**config.mk**
```make
export PLATFORM = sky130hd
export DESIGN_NAME = mc_main_control
export DESIGN_NICKNAME = d
export VERILOG_FILES = /design/src/rtl/mc_main_control.sv
export SDC_FILE = /design/constraint.sdc
export NUM_CORES = 1
export LEC_CHECK = 0
export BUFFER_PORTS_ARGS = -buffer_cell sky130_fd_sc_hd__buf_2
export CORE_MARGIN = 5
export CORE_UTILIZATION = 46
export DETAILED_ROUTE_END_ITERATION = 7
export GPL_TIMING_DRIVEN = 0
export MAX_ROUTING_LAYER = met4
export PLACE_DENSITY_LB_ADDON = 0.15
export SYNTH_ARGS = -nofsm -noshare
export SYNTH_HDL_FRONTEND = slang
export SYNTH_SLANG_ARGS = --single-unit
export TNS_END_PERCENT = 100
```
**constraint.sdc**
```tcl
create_clock -name clk -period 1.7 [get_ports clk]
set_clock_uncertainty 0.05 [all_clocks]
set_input_delay 0.085 -clock clk [delete_from_list [all_inputs] [get_ports clk]]
set_output_delay 0.085 -clock clk [all_outputs]
set_load 0.05 [all_outputs]
```
**src/rtl/mc_main_control.sv**
```systemverilog
// Main control FSM of the 16-bit multi-cycle processor.
// It steps each instruction through fetch, decode, execute, memory and write-back.
// It drives every datapath enable and mux select, plus the coarse alu_op class.
// Outputs are combinational from the state register.
// FETCH gates its load enables on mem_ready, and MEM_WR gates its done pulse on it.
// DECODE flags an illegal opcode in the same cycle it sees it.
module mc_main_control #(
    parameter bit MEM_WAIT_EN = 1'b1
) (
    input  logic       clk,
    input  logic       rst,
    input  logic [3:0] opcode,
    input  logic       mem_ready,
    output logic       pc_write,
    output logic       pc_write_cond,
    output logic [1:0] pc_source,
    output logic       i_or_d,
    output logic       mem_read,
    output logic       mem_write,
    output logic       ir_write,
    output logic       mem_to_reg,
    output logic       reg_dst,
    output logic       reg_write,
    output logic       alu_src_a,
    output logic [1:0] alu_src_b,
    output logic [2:0] alu_op,
    output logic [3:0] state,
    output logic       instr_done,
    output logic       illegal_op
);

    typedef enum logic [3:0] {
        S_FETCH    = 4'd0,
        S_DECODE   = 4'd1,
        S_MEM_ADDR = 4'd2,
        S_MEM_RD   = 4'd3,
        S_MEM_WB   = 4'd4,
        S_MEM_WR   = 4'd5,
        S_R_EXEC   = 4'd6,
        S_R_WB     = 4'd7,
        S_BRANCH   = 4'd8,
        S_JUMP     = 4'd9,
        S_I_EXEC   = 4'd10,
        S_I_WB     = 4'd11,
        S_HALT     = 4'd12
    } state_t;

    localparam logic [3:0] OP_RTYPE = 4'b0000;
    localparam logic [3:0] OP_LW    = 4'b0001;
    localparam logic [3:0] OP_SW    = 4'b0010;
    localparam logic [3:0] OP_BEQ   = 4'b0011;
    localparam logic [3:0] OP_JMP   = 4'b0100;
    localparam logic [3:0] OP_ADDI  = 4'b0101;
    localparam logic [3:0] OP_ANDI  = 4'b0110;
    localparam logic [3:0] OP_ORI   = 4'b0111;
    localparam logic [3:0] OP_HALT  = 4'b1111;

    localparam logic [2:0] ALU_ADD  = 3'b000;
    localparam logic [2:0] ALU_SUB  = 3'b001;
    localparam logic [2:0] ALU_RTYP = 3'b011;
    localparam logic [2:0] ALU_AND  = 3'b110;
    localparam logic [2:0] ALU_OR   = 3'b111;

    state_t state_reg;
    state_t state_next;
    logic   mem_ok;

    // Effective memory handshake: with waiting disabled every access completes at once.
    generate
        if (MEM_WAIT_EN) begin : g_mem_wait
            assign mem_ok = mem_ready;
        end else begin : g_no_mem_wait
            assign mem_ok = 1'b1;
        end
    endgenerate

    // State register; reset returns to FETCH and abandons any instruction in flight.
    always_ff @(posedge clk) begin
        if (rst) begin
            state_reg <= S_FETCH;
        end else begin
            state_reg <= state_next;
        end
    end

    // Debug view of the state; it is forced to FETCH while reset is held.
    assign state = rst ? 4'd0 : state_reg;

    // Next-state and datapath control decode; every output is quiet during reset.
    always_comb begin
        state_next    = state_reg;
        pc_write      = 1'b0;
        pc_write_cond = 1'b0;
        pc_source     = 2'b00;
        i_or_d        = 1'b0;
        mem_read      = 1'b0;
        mem_write     = 1'b0;
        ir_write      = 1'b0;
        mem_to_reg    = 1'b0;
        reg_dst       = 1'b0;
        reg_write     = 1'b0;
        alu_src_a     = 1'b0;
        alu_src_b     = 2'b00;
        alu_op        = ALU_ADD;
        instr_done    = 1'b0;
        illegal_op    = 1'b0;

        if (!rst) begin
            case (state_reg)
                S_FETCH: begin
                    // Read the instruction at PC and compute PC+1 at the same time.
                    // Loads happen only once memory delivers the data.
                    mem_read  = 1'b1;
                    alu_src_b = 2'b01;
                    ir_write  = mem_ok;
                    pc_write  = mem_ok;
                    if (mem_ok) begin
                        state_next = S_DECODE;
                    end
                end

                S_DECODE: begin
                    // Precompute the branch target into ALUOut while decoding.
                    alu_src_b = 2'b11;
                    case (opcode)
                        OP_LW, OP_SW:              state_next = S_MEM_ADDR;
                        OP_RTYPE:                  state_next = S_R_EXEC;
                        OP_BEQ:                    state_next = S_BRANCH;
                        OP_JMP:                    state_next = S_JUMP;
                        OP_ADDI, OP_ANDI, OP_ORI:  state_next = S_I_EXEC;
                        OP_HALT:                   state_next = S_HALT;
                        default: begin
                            state_next = S_FETCH;
                            illegal_op = 1'b1;
                            instr_done = 1'b1;
                        end
                    endcase
                end

                S_MEM_ADDR: begin
                    // Effective address = register A + sign-extended immediate.
                    alu_src_a  = 1'b1;
                    alu_src_b  = 2'b10;
                    state_next = (opcode == OP_SW) ? S_MEM_WR : S_MEM_RD;
                end

                S_MEM_RD: begin
                    // The read request stays asserted for the whole stall.
                    mem_read = 1'b1;
                    i_or_d   = 1'b1;
                    if (mem_ok) begin
                        state_next = S_MEM_WB;
                    end
                end

                S_MEM_WB: begin
                    reg_write  = 1'b1;
                    mem_to_reg = 1'b1;
                    instr_done = 1'b1;
                    state_next = S_FETCH;
                end

                S_MEM_WR: begin
                    // The write request stays asserted for the whole stall.
                    mem_write  = 1'b1;
                    i_or_d     = 1'b1;
                    instr_done = mem_ok;
                    if (mem_ok) begin
                        state_next = S_FETCH;
                    end
                end

                S_R_EXEC: begin
                    alu_src_a  = 1'b1;
                    alu_op     = ALU_RTYP;
                    state_next = S_R_WB;
                end

                S_R_WB: begin
                    reg_write  = 1'b1;
                    reg_dst    = 1'b1;
                    instr_done = 1'b1;
                    state_next = S_FETCH;
                end

                S_BRANCH: begin
                    // Compare A and B; on zero, load the target that DECODE left in ALUOut.
                    alu_src_a     = 1'b1;
                    alu_op        = ALU_SUB;
                    pc_write_cond = 1'b1;
                    pc_source     = 2'b01;
                    instr_done    = 1'b1;
                    state_next    = S_FETCH;
                end

                S_JUMP: begin
                    pc_write   = 1'b1;
                    pc_source  = 2'b10;
                    instr_done = 1'b1;
                    state_next = S_FETCH;
                end

                S_I_EXEC: begin
                    alu_src_a = 1'b1;
                    alu_src_b = 2'b10;
                    case (opcode)
                        OP_ANDI: alu_op = ALU_AND;
                        OP_ORI:  alu_op = ALU_OR;
                        default: alu_op = ALU_ADD;
                    endcase
                    state_next = S_I_WB;
                end

                S_I_WB: begin
                    reg_write  = 1'b1;
                    instr_done = 1'b1;
                    state_next = S_FETCH;
                end

                S_HALT: begin
                    // Parked with every output low until reset.
                    state_next = S_HALT;
                end

                default: begin
                    // Codes 13-15 cannot be reached normally; recover to FETCH.
                    state_next = S_FETCH;
                end
            endcase
        end
    end

endmodule

```
Word-level counts from Yosys, hierarchy flattened
Index checks and enable logic that the tools add are counted.
Word-level totals
  register bits: 4
  output and inout bits: 23
  logic and storage cells: 75
  input port bits: 7
Cells by class
  reduce and logical (&&, ||, !) cells: 12
  multiplexer cells: 39
  equal/unequal tests: 23
Operator list (count)
  4-bit by 3-bit == test with 1-bit output (second input constant): 8
  4-bit one-hot mux with 8 select lines: 1
  4-bit == test (second input constant): 6
  4-bit one-hot mux with 6 select lines: 1
  1-bit two-way mux: 23
  4-bit by 2-bit == test with 1-bit output (second input constant): 4
  4-bit two-way mux: 4
  3-bit one-hot mux with 3 select lines: 1
  9-bit OR reduction: 1
  4-bit by 1-bit == test with 1-bit output (second input constant): 2
  4-bit zero test: 2
  2-bit OR reduction: 4
  3-bit two-way mux: 2
  2-bit inequality test (second input constant): 3
  2-bit one-hot mux with 3 select lines: 1
  3-bit one-hot mux with 2 select lines: 1
  3-bit OR reduction: 2
  5-bit OR reduction: 1
  2-bit two-way mux: 2
  2-bit one-hot mux with 2 select lines: 1
  4-bit OR reduction: 1
  1-bit one-hot mux with 3 select lines: 1
  3-bit AND reduction: 1
  1-bit one-hot mux with 2 select lines: 1

Depth between registers and ports, before layout
  depth after elaboration: 5
  mapped depth: 6
  mapped depth without buffers: 4

Least setup slack after synthesis
No wires, ideal clock.
  path kind: register -> output
  start point: register state_reg[3]
  end point: output pc_source[0]
  buffers on the path: 1
  setup slack: -1.036 ns
  stages on the path, launching flop included: 4
  required time: 1.565 ns
  data arrival time: 2.601 ns
  cells stage by stage: dfxtp_1 or2b_1 nor4_1 buf_4
On the way
  cells in the longest elaborated chain, start to end: 3
  elaborated cells between the ends (all ways): 4
  classes of those cells: 2 x eq/ne; 2 x mux
Ends and longest elaborated chain
  start, declared: line 64  | state_t state_reg;
  start signal, assigned: line 82  | state_reg <= state_next;
  4-bit == test: line 109  | case (state_reg)
  2-bit one-hot mux with 2 select lines (*): line 109
  2-bit two-way mux (*): line 108  | if (!rst) begin
  end, declared: line 16  | output logic [1:0] pc_source,
Mark *: on every way between the ends. The rest lies on a longest branch, timed or not.

Final worst setup path
  start point: register state_reg[2]
  end point: output instr_done
On the way
  cells in the longest elaborated chain, start to end: 4
  elaborated cells between the ends (all ways): 10
  classes of those cells: 7 x eq/ne; 2 x mux; 1 x reduce/logical
Ends and longest elaborated chain
  4-bit == test / 4-bit by 3-bit == test with 1-bit output (equally long branches): line 109
  5-bit OR reduction (no line)
  1-bit one-hot mux with 3 select lines (*): line 109
  1-bit two-way mux (*): line 108
  end, declared: line 28  | output logic instr_done,
Marked as above.

==> results.json <==
{
  "synthToLayoutAreaGrowth_pct": 67.4,
  "clockBufferDepth": 2,
  "cp-end-kind": "output pin",
  "antenna_found_initial": 0,
  "gp_congestion": 0.893,
  "fin_crit_ns": 1.67,
  "routedWlPerCell_um": 17.6,
  "worst_pin_slew_ns": 0.781,
  "nets": 144,
  "fin_ws_ns": 0.0324,
  "min_to": "state_reg[0]$_SDFFE_PP0P_",
  "grt_max_degree": 11,
  "htreeDepth": 1,
  "die_w_um": 48.4,
  "hold_start": "mem_ready",
  "r2r_end": "state_reg[2]$_SDFFE_PP0P_",
  "overflow": 0,
  "synthDominantCellAreaShare": 0.118,
  "status": "finished clean",
  "relSlewSlack": 0.479,
  "largest_reg_flops": 4,
  "rsz0062_at_grt": "yes",
  "hp-class": "in -> reg",
  "cp.required_ns": 1.56,
  "cts.sinks": 4,
  "hold_violations": 0,
  "powerDensity_nw_per_um2": 463,
  "route.vias.total": 958,
  "period_share": 0.981,
  "drc": 0,
  "finalMaxSlewViolations": 0,
  "p_total_mw": 0.527,
  "io_pins": 30,
  "drt_iter0_markers": 24,
  "critical_path_class": "reg -> out",
  "ant_nets": 0,
  "final_area_um2": 1140,
  "avgSynthCellArea_um2": 6.93,
  "reg2reg_from": "state_reg[3]$_SDFFE_PP0P_",
  "worstHoldPathCells": 3,
  "diodes": 0,
  "rrSetupSlack_ns": 0.10,
  "synth_area_leaders": "dfxtp_1, buf_6, nor3_1",
  "yosysSeqAreaShare": 0.118,
  "dp_hpwl_mm": 1.66,
  "routed_wirelength_mm": 2.64,
  "synth-edff-count": 0,
  "port_buffers": 26,
  "syn-num-nets": 105,
  "ys_ff_latch": 4,
  "fp.coreArea_um2": 1350,
  "cts_tree": "yes",
  "start_kind": "register",
  "row_count": 13,
  "root_buffer": "clkbuf_4",
  "synth_area_um2": 679,
  "regArea_um2": 90.1,
  "grt_usage": 0.194,
  "async_reset_ff_frac": 0,
  "dpl_cell_area_um2": 933,
  "drive_gt1_frac": 0.578,
  "power.leakage_nw": 0.480,
  "ir_drop_mv": 0.336,
  "setup_violations": 0,
  "rr_worst_depth": 6,
  "first_pass_iters": 4,
  "fill_cells": 89,
  "grt_pass1_vias": 829,
  "cts.clk_slew.worst_paths_ns": 0.04,
  "synth.distinct_cells": 41,
  "synthCells": 98,
  "multi_input_area_um2": 662,
  "place_ws_ns": -0.0924,
  "yosysWarnings": 0,
  "via_per_inst": 6.39,
  "fin_tns_setup_ns": 0,
  "critPathMaxFanout": 6,
  "dieHeight_um": 48.4,
  "maxCapViolCount": 0,
  "clkLatencyLatePin_ns": 0.24,
  "max_freq_mhz": 600,
  "cts_buffers": 3,
  "grt_pass1_wl_mm": 3.75,
  "cp_data_arrival_time_ns": 1.53,
  "yosys.area.top_type": "dfxtp_1",
  "dieArea_um2": 2350,
  "synth_ff_type": "dfxtp_1",
  "start_util": 0.503,
  "fin_util": 0.842
}
==> cells by family after synthesis <==
kind of cell	after synthesis	share of synthesized area
AO/OA/AOI/OAI	27	0.269
buffers and inverters	12	0.125
AND/OR/NAND/NOR	54	0.475
XOR/XNOR	1	0.0129
flip-flops	4	0.118
==> per-layer routing <==
metal	up-vias	part of all wire	GRT usage
li1	440	-	-
met1	451	0.42	0.257
met2	57	0.48	0.287
met3	10	0.077	0.0214
met4	0	0.030	0.0968
met5	-	0	-
==> cell usage after synthesis (all sizes together) (3+ instances only) <==
cell    n
buf     8
nand2   4
nor2b   6
a21oi   7
or3     3
nor3    8
dfxtp   4
o21ai   6
nor2    6
nand2b  6
nor4    5
==> critical path: stages, from the launching register on <==
cell	delay, ns
dfxtp_4	0.37
buf_8	0.14
and2_4	0.17
or3_1	0.32
o21bai_2	0.13
buf_6	0.17
==> power by group <==
group	leakage (nW)	switching [mW]	internal, mW	total, mW
Combinational	0.431	0.192	0.103	0.294
Clock	0.0138	0.0429	0.0792	0.122
Sequential	0.0349	0.0117	0.0987	0.110
Total	0.480	0.246	0.281	0.527
==> what timing repair did <==
item,4_1_cts,5_1_grt
setup buffers,0,6
cloned,0,2
gates resized for setup,18,16
hold buffers,0,0
pin swaps,0,1
endpoints found under the setup margin,10,7
==> per-stage QoR <==
stage          instances  hold slack [ns]
3_3_place_gp         139            0.363
5_1_grt              150            0.145
3_5_place_dp         139            0.354
2_1_floorplan         98            0.202
6_report             150            0.114
4_1_cts              142            0.106
==> worst max path at each step <==
stage | start | end | slack (ns) | cells after the start
6_report | state_reg[2]$_SDFFE_PP0P_ | instr_done | 0.03 | 5
5_1_grt | state_reg[3]$_SDFFE_PP0P_ | alu_op[0] | -0.03 | 5
4_1_cts | state_reg[3]$_SDFFE_PP0P_ | alu_op[0] | -0.004 | 5
3_5_place_dp | state_reg[0]$_SDFFE_PP0P_ | reg_write | -0.09 | 6
3_3_place_gp | state_reg[0]$_SDFFE_PP0P_ | reg_write | -0.1 | 6
2_1_floorplan | state_reg[3]$_SDFFE_PP0P_ | alu_op[0] | -0.37 | 4
==> cell type report <==
type,count,share of cell area
buffer,10,0.0946
clock buffer,3,0.0198
inverter,2,0.00660
multi-input combinational,82,0.582
sequential,4,0.0792
tap,15,0.0165
timing repair buffer,34,0.201
==> layout by cell type, fill, tap and decap left out, drive strengths merged, types with 3 or more instances in the layout <==
cell | netlist | layout
nor2 | 6 | 6
nor3 | 8 | 8
nand2 | 4 | 4
a21oi | 7 | 7
or3 | 3 | 3
buf | 8 | 41
nor4 | 5 | 5
nand2b | 6 | 6
o21ai | 6 | 6
dfxtp | 4 | 4
clkbuf | 2 | 6
nor2b | 6 | 6
(Power assumes the default switching activity.)
